--- config.mk ---
export PLATFORM = sky130hd
export DESIGN_NAME = item_catcher
export DESIGN_NICKNAME = d
export VERILOG_FILES = /design/src/rtl/sky_stacker_pkg.sv /design/src/rtl/color_stack.sv /design/src/rtl/item_catcher.sv
export SDC_FILE = /design/constraint.sdc
export NUM_CORES = 1
export LEC_CHECK = 0
export ABC_CLOCK_PERIOD_IN_PS = 4240
export BUFFER_PORTS_ARGS = -buffer_cell sky130_fd_sc_hd__buf_2
export CORE_AREA = 2 2 89 91
export CTS_BUF_LIST = sky130_fd_sc_hd__clkbuf_4 sky130_fd_sc_hd__clkbuf_8
export DETAILED_ROUTE_END_ITERATION = 8
export DIE_AREA = 0 0 91 93
export GPL_TIMING_DRIVEN = 1
export PLACE_DENSITY = 0.74
export SYNTH_ARGS = -nofsm -noshare
export SYNTH_HDL_FRONTEND = slang
export SYNTH_SLANG_ARGS = --single-unit
export TNS_END_PERCENT = 100
--- constraint.sdc ---
create_clock -name fall_clk -period 4.24 [get_ports fall_clk]
set_input_delay 1.272 -clock fall_clk [delete_from_list [all_inputs] [get_ports fall_clk]]
set_output_delay 1.272 -clock fall_clk [all_outputs]
set_load 0.005 [all_outputs]
--- src/rtl/sky_stacker_pkg.sv ---
// ============================================================================
//  Module  : sky_stacker_pkg
//  Brief   : Shared types, colour codes, screen limits and sprite defaults
//            for the sky-stacker game blocks.
//  Rev     : 1.0  initial release
// ============================================================================
`default_nettype none

package sky_stacker_pkg;

    typedef enum logic [1:0] {
        COL_NONE = 2'b00,
        COL_C1   = 2'b01,
        COL_C2   = 2'b10,
        COL_C3   = 2'b11
    } color_t;

    typedef enum logic [1:0] {
        ST_TRACK  = 2'd0,
        ST_CAUGHT = 2'd1,
        ST_OVER   = 2'd2
    } state_t;

    localparam int SCREEN_W    = 640;
    localparam int SCREEN_H    = 480;
    localparam int ITEM_W_DEF  = 20;
    localparam int ITEM_H_DEF  = 15;
    localparam int BLOCK_H_DEF = 15;

    function automatic logic [7:0] sat_add8(input logic [7:0] a, input logic [8:0] b);
        logic [9:0] s;
        s = {2'b00, a} + {1'b0, b};
        return (s[9:8] != 2'b00) ? 8'hFF : s[7:0];
    endfunction

endpackage

`default_nettype wire

--- src/rtl/color_stack.sv ---
// ============================================================================
//  Module  : color_stack
//  Brief   : MAX_STACK-deep 2-bit colour LIFO with push, clear, height and a
//            flat colour view (slot 0 = bottom, empty slots read 00).
//  Rev     : 1.0  initial release
// ============================================================================
`default_nettype none

module color_stack
    import sky_stacker_pkg::*;
#(
    parameter int MAX_STACK = 8
) (
    input  logic                     fall_clk,
    input  logic                     rst,
    input  logic                     push,
    input  logic                     clr,
    input  logic [1:0]               color_in,
    output logic [3:0]               height,
    output logic [2*MAX_STACK-1:0]   colors
);

    logic [3:0]             height_q, height_d;
    logic [2*MAX_STACK-1:0] colors_q, colors_d;

    // A push on a full stack is dropped; clear wins over push.
    always_comb begin
        height_d = height_q;
        colors_d = colors_q;
        if (clr) begin
            height_d = 4'd0;
            colors_d = '0;
        end else if (push && (height_q < 4'(MAX_STACK))) begin
            colors_d[2*height_q +: 2] = color_in;
            height_d                  = height_q + 4'd1;
        end
    end

    always_ff @(posedge fall_clk or posedge rst) begin
        if (rst) begin
            height_q <= 4'd0;
            colors_q <= '0;
        end else begin
            height_q <= height_d;
            colors_q <= colors_d;
        end
    end

    assign height = height_q;
    assign colors = colors_q;

endmodule

`default_nettype wire

--- src/rtl/item_catcher.sv ---
// ============================================================================
//  Module  : item_catcher
//  Brief   : Catch/miss decision for the falling item against the platform and
//            stack; tracks stack, score, misses and game over.
//            Optional: define CATCH_BONUS_EN for the full-stack bonus and clear.
//  Rev     : 1.0  initial release
// ============================================================================
`default_nettype none

module item_catcher
    import sky_stacker_pkg::*;
#(
    parameter int ITEM_W    = ITEM_W_DEF,
    parameter int ITEM_H    = ITEM_H_DEF,
    parameter int PLAT_X_W  = 60,
    parameter int PLAT_Y    = 400,
    parameter int BLOCK_H   = BLOCK_H_DEF,
    parameter int MAX_STACK = 8,
    parameter int MAX_MISS  = 3
) (
    input  logic                     fall_clk,
    input  logic                     rst,
    input  logic                     pause,
    input  logic [9:0]               item_x,
    input  logic [9:0]               item_y,
    input  logic [1:0]               item_color,
    input  logic [9:0]               player_x,
    output logic                     collision,
    output logic [3:0]               stack_height,
    output logic [2*MAX_STACK-1:0]   stack_colors,
    output logic [7:0]               score,
    output logic [1:0]               misses,
    output logic                     game_over
);

    state_t      state_q, state_d;
    logic [9:0]  prev_y_q, prev_y_d;
    logic        armed_q, armed_d;
    logic        collision_q, collision_d;
    logic [7:0]  score_q, score_d;
    logic [1:0]  misses_q, misses_d;
    logic        game_over_q, game_over_d;

    logic        push, clr, full_clr;
    logic [3:0]  height;
    logic [10:0] catch_line;
    logic        hit_v, hit_h, respawn;
    logic [8:0]  catch_inc;
    logic        active;

    assign catch_line = 11'(PLAT_Y) - 11'(BLOCK_H) * 11'(height);
    assign hit_v      = ({1'b0, item_y} + 11'(ITEM_H)) >= catch_line;
    assign hit_h      = (({1'b0, item_x} + 11'(ITEM_W)) > {1'b0, player_x}) &&
                        ({1'b0, item_x} < ({1'b0, player_x} + 11'(PLAT_X_W)));
    assign respawn    = item_y < prev_y_q;
    assign active     = !pause && (state_q != ST_OVER);

`ifdef CATCH_BONUS_EN
    // The catch that fills the stack earns the bonus; the stack empties on the next tick.
    assign catch_inc = (height == 4'(MAX_STACK - 1)) ? 9'(1 + MAX_STACK) : 9'd1;
    assign full_clr  = (height == 4'(MAX_STACK));
`else
    assign catch_inc = 9'd1;
    assign full_clr  = 1'b0;
`endif

    assign clr = active && full_clr;

    always_comb begin
        state_d     = state_q;
        prev_y_d    = prev_y_q;
        armed_d     = armed_q;
        collision_d = 1'b0;
        score_d     = score_q;
        misses_d    = misses_q;
        push        = 1'b0;
        if (active) begin
            prev_y_d = item_y;
            case (state_q)
                ST_TRACK: begin
                    if (respawn) begin
                        armed_d = 1'b1;
                    end
                    // An uncaught drop ending takes priority over a catch on the same sample.
                    if (respawn && armed_q) begin
                        misses_d = misses_q + 2'd1;
                        if (misses_d == 2'(MAX_MISS)) begin
                            state_d = ST_OVER;
                        end
                    end else if (hit_v && hit_h) begin
                        state_d     = ST_CAUGHT;
                        collision_d = 1'b1;
                        push        = 1'b1;
                        score_d     = sat_add8(score_q, catch_inc);
                    end
                end
                ST_CAUGHT: begin
                    if (respawn) begin
                        state_d = ST_TRACK;
                        armed_d = 1'b1;
                    end
                end
                default: ;
            endcase
        end
        game_over_d = (state_d == ST_OVER);
    end

    always_ff @(posedge fall_clk or posedge rst) begin
        if (rst) begin
            state_q     <= ST_TRACK;
            prev_y_q    <= 10'd0;
            armed_q     <= 1'b0;
            collision_q <= 1'b0;
            score_q     <= 8'd0;
            misses_q    <= 2'd0;
            game_over_q <= 1'b0;
        end else begin
            state_q     <= state_d;
            prev_y_q    <= prev_y_d;
            armed_q     <= armed_d;
            collision_q <= collision_d;
            score_q     <= score_d;
            misses_q    <= misses_d;
            game_over_q <= game_over_d;
        end
    end

    color_stack #(
        .MAX_STACK (MAX_STACK)
    ) u_color_stack (
        .fall_clk  (fall_clk),
        .rst       (rst),
        .push      (push),
        .clr       (clr),
        .color_in  (item_color),
        .height    (height),
        .colors    (stack_colors)
    );

    assign collision    = collision_q;
    assign stack_height = height;
    assign score        = score_q;
    assign misses       = misses_q;
    assign game_over    = game_over_q;

endmodule

`default_nettype wire

==> results.sh, run 1 <==
export IMPL_outcome="complete, but fails checks"
export IMPL_violations="negative setup slack"
export IMPL_cts_hold_buf=0
export IMPL_synthFlopType="dfrtp_1"
export IMPL_grt_usage_pct=20.4
export IMPL_cts_sinks=45
export IMPL_reg2regPathDepth=19
export IMPL_grt_pass1_vias=3221
export IMPL_fin_ws_ns=-0.383
export IMPL_numPortBuffers=66
export IMPL_cp_end_kind="flop"
export IMPL_crit_type="reg -> reg"
export IMPL_grt_max_degree=25
export IMPL_dp_hpwl_mm=6.62
export IMPL_cts_root_buf="clkbuf_8"
export IMPL_hp_class="reg -> reg"
export IMPL_rsz0062_at_grt="true"
export IMPL_start_util_pct=48.9
export IMPL_setup_violations=30
export IMPL_core_rowCount=32
export IMPL_chipHeight_microns=93
export IMPL_whs_path_depth=1
export IMPL_clk_latency_ns=0.30
export IMPL_antenna_found_initial=0
export IMPL_synth_nets=489
export IMPL_core_area_sq_mm=0.00753
export IMPL_cts_tree="yes"
export IMPL_grt_pass1_wl_mm=14.3
export IMPL_synth_cell_type_count=45
export IMPL_num_io_pins=67
export IMPL_wirelength_mm=8.58
export IMPL_synth_cell_area_sq_mm=0.00368
export IMPL_route_detailed_drc=0
export IMPL_drv_cap=0
export IMPL_ant_nets=0
export IMPL_numCtsBuffers=5
export IMPL_syn_mean_instance_area_sq_um=9.43
export IMPL_vias=3178
export IMPL_die_area_sq_mm=0.00846
export IMPL_worst_path_max_fanout=7
export IMPL_slew_headroom_pct=44.9
export IMPL_clk_pin_slew_ns=0.09
export IMPL_startpoint_type="flop"
export IMPL_num_antenna_cells=0
export IMPL_fin_worst_skew_ns=0.00548
export IMPL_ys_seq_area_share_pct=30.6
export IMPL_drt_iter0_drc=143
export IMPL_worst_slew_pin_slew_ns=0.821
export IMPL_synth_seq_cells=45
export IMPL_final_util_pct=62.7
export IMPL_dpl_cell_area_sq_mm=0.00439
export IMPL_cts_buffer_depth=2
export IMPL_gp_congestion=0.799
export IMPL_pre_cts_slack_ns=-0.474
export IMPL_area_growth_pct=28.3
export IMPL_synth_cells=390
export IMPL_finalPower_w=0.00132
export IMPL_via_per_inst=5.28
export IMPL_hold_viol=0
export IMPL_drive_above_1_share_pct=34.4
export IMPL_cts_max_level=2
export IMPL_crit_required_ns=4.43
export IMPL_fin_crit_sh_pct=109
export IMPL_synth_edf_count=0
export IMPL_period_needed_ns=4.62
export IMPL_leakage_nw=2.42
export IMPL_irDropWorstVdd_mv=0.237
export IMPL_ys_warn_count=0
export IMPL_wl_per_cell_microns=14.2
export IMPL_cp_data_arrival_time_ns=4.81
export IMPL_power_density_mw_per_mm2=280
export IMPL_firstDrtPassIters=5
export IMPL_stdcell_area_sq_mm=0.00472
export IMPL_fmax_mhz=216
export IMPL_layout_nets=598
export IMPL_die_w_microns=91
export IMPL_nFillCells=650
export IMPL_async_reset_ff_share_pct=100
export IMPL_overflow=0
export IMPL_slew_violations=0
## metrics by stage
| step | TNS, ns | std cells | hold slack, ns |
|---|---|---|---|
| after floorplan | -3.21 | 390 | 0.442 |
| after global placement | -6.69 | 586 | 0.458 |
| after detailed placement | -10.89 | 586 | 0.466 |
| after CTS | -6.32 | 599 | 0.489 |
| after global routing | -12.93 | 602 | 0.526 |
| final | -8.34 | 602 | 0.491 |
## logic make-up after synthesis
kind of cell | Yosys count | synth area share, %
adder cells (fa/ha/maj) | 64 | 22.4
buffers and inverters | 54 | 5.85
AO/OA/AOI/OAI | 65 | 11.0
flip-flops | 45 | 30.6
AND/OR/NAND/NOR | 107 | 15.4
multiplexers | 26 | 7.83
XOR/XNOR | 29 | 6.91
## state kept, by name (all words and copies together), names as in the netlist, 2 cells and up
| name | flops |
|---|---|
| misses | 2 |
| u_color_stack.height | 4 |
| u_color_stack.colors | 16 |
| state_q | 2 |
| score | 8 |
| prev_y_q | 10 |
## repair_timing
action                     in CTS  in global routing
pin swaps                      19                  3
gates resized for setup        20                 19
setup endpoints to repair      30                 30
setup buffers                   6                  4
## cell usage in the layout, fill, tap and decap left out, drive strengths merged, types with 2 or more instances in the layout
cell type	n
ha	61
a2111oi	3
and2	6
xnor2	21
nand2	22
and4b	2
a31oi	3
inv	47
fa	3
mux2i	4
nand3	11
nor2	19
nor4	3
nor3b	3
clkbuf	5
a211oi	5
buf	109
xor2	8
o21a	3
clkinv	2
mux2	22
nor3	6
and3	5
nand2b	11
a21o	6
dfrtp	45
nand4	12
a21oi	14
nor2b	2
o21ai	22
o21bai	2
## cell usage after synthesis, drive strengths merged, types with 4 or more instances
library cell / instances / area, sq um
inv: 47 / 176
and3: 5 / 31.3
nand2: 22 / 82.6
mux2: 22 / 248
a21o: 6 / 45.0
o21ai: 22 / 110
mux2i: 4 / 40.0
nand3: 11 / 55.1
a21oi: 14 / 70.1
nor2: 19 / 71.3
dfrtp: 45 / 1130
xor2: 8 / 70.1
nand4: 12 / 75.1
nor3: 6 / 30.0
nand2b: 11 / 68.8
xnor2: 21 / 184
ha: 61 / 763
clkbuf: 4 / 15.0
and2: 6 / 37.5
a211oi: 5 / 37.5
## cell type report
cell class                 count  area (sq um)  area share, %
inverter                      47           176           3.74
multi-input combinational    291          2520           53.4
tap                          102           128           2.70
sequential                    45          1130           23.9
clock inverter                 3          21.3          0.451
clock buffer                   5          68.8           1.46
timing repair buffer         109           679           14.4
## metal layers
metal  part of all wire, %  up-vias  global-route usage (%)
li1                      -     1585                       -
met1                    45     1517                    25.4
met2                    51       65                    37.6
met3                   3.3       11                    2.58
met4                   1.0        0                    4.80
met5                     0        -                       0
## power breakdown
group / leakage [nW] / switching [W] / internal, W
clock network: 0.0445 / 0.000159 / 0.000117
logic: 1.80 / 0.000257 / 0.000222
registers: 0.576 / 0.0000560 / 0.000509
total: 2.42 / 0.000472 / 0.000848
## critical path: stages (launching register included)
cell and delay (ns):
dfrtp_1 0.38, inv_2 0.06, fa_1 0.55, inv_1 0.05, ha_1 0.29, inv_2 0.05, ha_4 0.27, ha_4 0.19
a21o_1 0.16, a21oi_2 0.15, o21bai_1 0.07, a21oi_1 0.18, xor2_1 0.09, ha_1 0.31, nand3_2 0.08, or4_1 0.50
and3_4 0.17, and4b_2 0.37, and4b_2 0.29, mux2_4 0.31
## final timing paths
kind	startpoint	endpoint	slack [ns]
setup / recovery	u_color_stack.height[1]$_DFFE_PP0P_	u_color_stack.colors[9]$_DFFE_PP0P_	-0.38
hold / removal	armed_q$_DFFE_PP0P_	armed_q$_DFFE_PP0P_	0.49
setup reg to reg	u_color_stack.height[1]$_DFFE_PP0P_	u_color_stack.colors[9]$_DFFE_PP0P_	-0.38
hold reg to reg	armed_q$_DFFE_PP0P_	armed_q$_DFFE_PP0P_	0.49
max in group asynchronous	rst	u_color_stack.height[2]$_DFFE_PP0P_	2.47
min in group asynchronous	rst	u_color_stack.height[3]$_DFFE_PP0P_	1.01
Power figures use the tool's default switching activity.
==> run 2, diff against run 1 <==
--- a/config.mk
+++ b/config.mk
@@ -11,7 +11,7 @@
 export CTS_BUF_LIST = sky130_fd_sc_hd__clkbuf_4 sky130_fd_sc_hd__clkbuf_8
 export DETAILED_ROUTE_END_ITERATION = 8
 export DIE_AREA = 0 0 91 93
-export GPL_TIMING_DRIVEN = 1
+export GPL_TIMING_DRIVEN = 0
 export PLACE_DENSITY = 0.74
 export SYNTH_ARGS = -nofsm -noshare
 export SYNTH_HDL_FRONTEND = slang
==> run 2 against run 1 <==
  * The run still ends with negative setup slack left
  * Clock skew increased by 0.0020 ns
  * Non-clock buffer count decreased by 20
  * Sequential share of layout area increased by 0.61 points
  * Combinational power decreased by 3%
  * Largest power group unchanged
  * Highest routed layer unchanged
==> results.sh, run 2 (synthesis gave the netlist of run 1 again) <==
export IMPL_core_area_sq_mm=0.00753
export IMPL_gp_congestion=0.842
export IMPL_pre_cts_slack_ns=-0.639
export IMPL_overflow=0
export IMPL_largest_register_ffs=16
export IMPL_fin_ws_ns=-0.427
export IMPL_layout_common_cells="buf_2 (66), ha_1 (56), dfrtp_1 (41), inv_1 (39), o21ai_0 (22)"
export IMPL_die_w_microns=91
export IMPL_layout_nets=578
export IMPL_cp_end_kind="flop"
export IMPL_outcome="complete, but fails checks"
export IMPL_core_rowCount=32
export IMPL_startpoint_type="flop"
export IMPL_cts_sinks=45
export IMPL_slew_violations=0
export IMPL_grt_pass1_wl_mm=13.8
export IMPL_fmax_mhz=214
export IMPL_numPortBuffers=66
export IMPL_hp_class="reg -> reg"
export IMPL_final_common_cell="buf_2"
export IMPL_fin_tns_setup_ns=-10.29
export IMPL_vias=3140
export IMPL_num_antenna_cells=0
export IMPL_fin_crit_sh_pct=110
export IMPL_leakage_nw=2.33
export IMPL_dp_cells=559
export IMPL_cts_root_buf="clkbuf_8"
export IMPL_via_per_inst=5.40
export IMPL_violations="negative setup slack"
export IMPL_cp_data_arrival_time_ns=4.86
export IMPL_crit_required_ns=4.43
export IMPL_num_io_pins=67
export IMPL_clk_latency_ns=0.30
export IMPL_finalPower_w=0.00131
export IMPL_start_util_pct=48.9
export IMPL_slew_headroom_pct=51.2
export IMPL_worst_slew_pin_slew_ns=0.729
export IMPL_chipHeight_microns=93
export IMPL_cts_buffer_depth=2
export IMPL_numCtsBuffers=5
export IMPL_drt_iter0_drc=120
export IMPL_rsz0062_at_grt="true"
export IMPL_dp_hpwl_mm=6.13
export IMPL_cts_hold_buf=0
export IMPL_setup_violations=30
export IMPL_wirelength_mm=8.53
export IMPL_clk_pin_slew_ns=0.09
export IMPL_firstDrtPassIters=4
export IMPL_irDropWorstVdd_mv=0.213
export IMPL_area_growth_pct=25.6
export IMPL_crit_type="reg -> reg"
export IMPL_ant_nets=0
export IMPL_stdcell_area_sq_mm=0.00462
export IMPL_drv_cap=0
export IMPL_fin_worst_skew_ns=0.00748
export IMPL_route_detailed_drc=0
export IMPL_cts_tree="yes"
export IMPL_grt_usage_pct=19.6
export IMPL_wl_per_cell_microns=14.7
export IMPL_power_density_mw_per_mm2=283
export IMPL_antenna_found_initial=0
export IMPL_hold_viol=0
export IMPL_grt_pass1_vias=3125
export IMPL_die_area_sq_mm=0.00846
export IMPL_worst_path_max_fanout=5
export IMPL_grt_max_degree=27
export IMPL_cts_max_level=2
export IMPL_dpl_cell_area_sq_mm=0.00420
export IMPL_period_needed_ns=4.67
export IMPL_drive_above_1_share_pct=32.1
export IMPL_fin_cells=582
[run 2: cell count changes in the layout (fill, tap and decap cells not counted), moves of 2 or more]
cell and change:
buf_4 -25, clkbuf_1 +3, dfrtp_1 -3, dfrtp_2 +3, inv_1 -2, inv_2 +2
[run 2: worst paths after layout]
kind / startpoint / cells after the start / slack [ns] / end
min reg2reg: u_color_stack.colors[7]$_DFFE_PP0P_ / 1 / 0.51 / u_color_stack.colors[7]$_DFFE_PP0P_
max: u_color_stack.height[2]$_DFFE_PP0P_ / 18 / -0.43 / u_color_stack.colors[8]$_DFFE_PP0P_
min: u_color_stack.colors[7]$_DFFE_PP0P_ / 1 / 0.51 / u_color_stack.colors[7]$_DFFE_PP0P_
max reg2reg: u_color_stack.height[2]$_DFFE_PP0P_ / 18 / -0.43 / u_color_stack.colors[8]$_DFFE_PP0P_
min in group asynchronous: rst / 2 / 0.97 / collision$_DFF_PP0_
max in group asynchronous: rst / 3 / 2.77 / u_color_stack.height[2]$_DFFE_PP0P_
[run 2: stage by stage]
step	util (%)	hold slack [ns]
floorplan	-	0.442
global placement	55.5	0.466
detailed placement	55.8	0.488
CTS	59.4	0.511
global route	61.4	0.515
finish	61.4	0.506
[run 2: metal layers]
metal  part of all wire, %  global-route usage, %  vias up  wire [microns]
met5                     0                      0        -               0
met4                   1.2                   4.29        0             102
met3                   3.6                   2.42       12             303
met2                    50                   36.5       67            4280
met1                    45                   24.4     1519            3850
li1                      -                      -     1542               -
[run 2: cell type report]
cell class / instances / area (sq um)
tap: 102 / 128
clock buffer: 6 / 82.6
sequential: 45 / 1130
buffer: 7 / 60.1
fill: 645 / 2910
clock inverter: 2 / 13.8
multi-input combinational: 291 / 2530
timing repair buffer: 82 / 492
inverter: 47 / 184
[run 2: worst max-delay path, stage by stage (launching register included)]
cell and delay (ns):
dfrtp_2 0.46, fa_1 0.55, inv_2 0.05, ha_4 0.26, inv_2 0.04, ha_4 0.27, ha_4 0.19, a21o_1 0.19
a21oi_2 0.16, o21bai_1 0.09, a21oi_1 0.16, xor2_1 0.09, ha_1 0.32, nand3_2 0.08, or4_4 0.52, and3_4 0.17
and4b_2 0.36, and4b_2 0.29, mux2_4 0.31
[run 2: power by group]
group          switching (W)  total (W)  internal [W]
registers          0.0000487   0.000558      0.000509
clock network       0.000156   0.000289      0.000132
logic               0.000257   0.000462      0.000205
[run 2: timing repair]
item,4_1_cts,5_1_grt
gates resized for setup,28,18
setup buffers,8,5
setup endpoints to repair,30,30
gates cloned,1,1
pin swaps,17,14
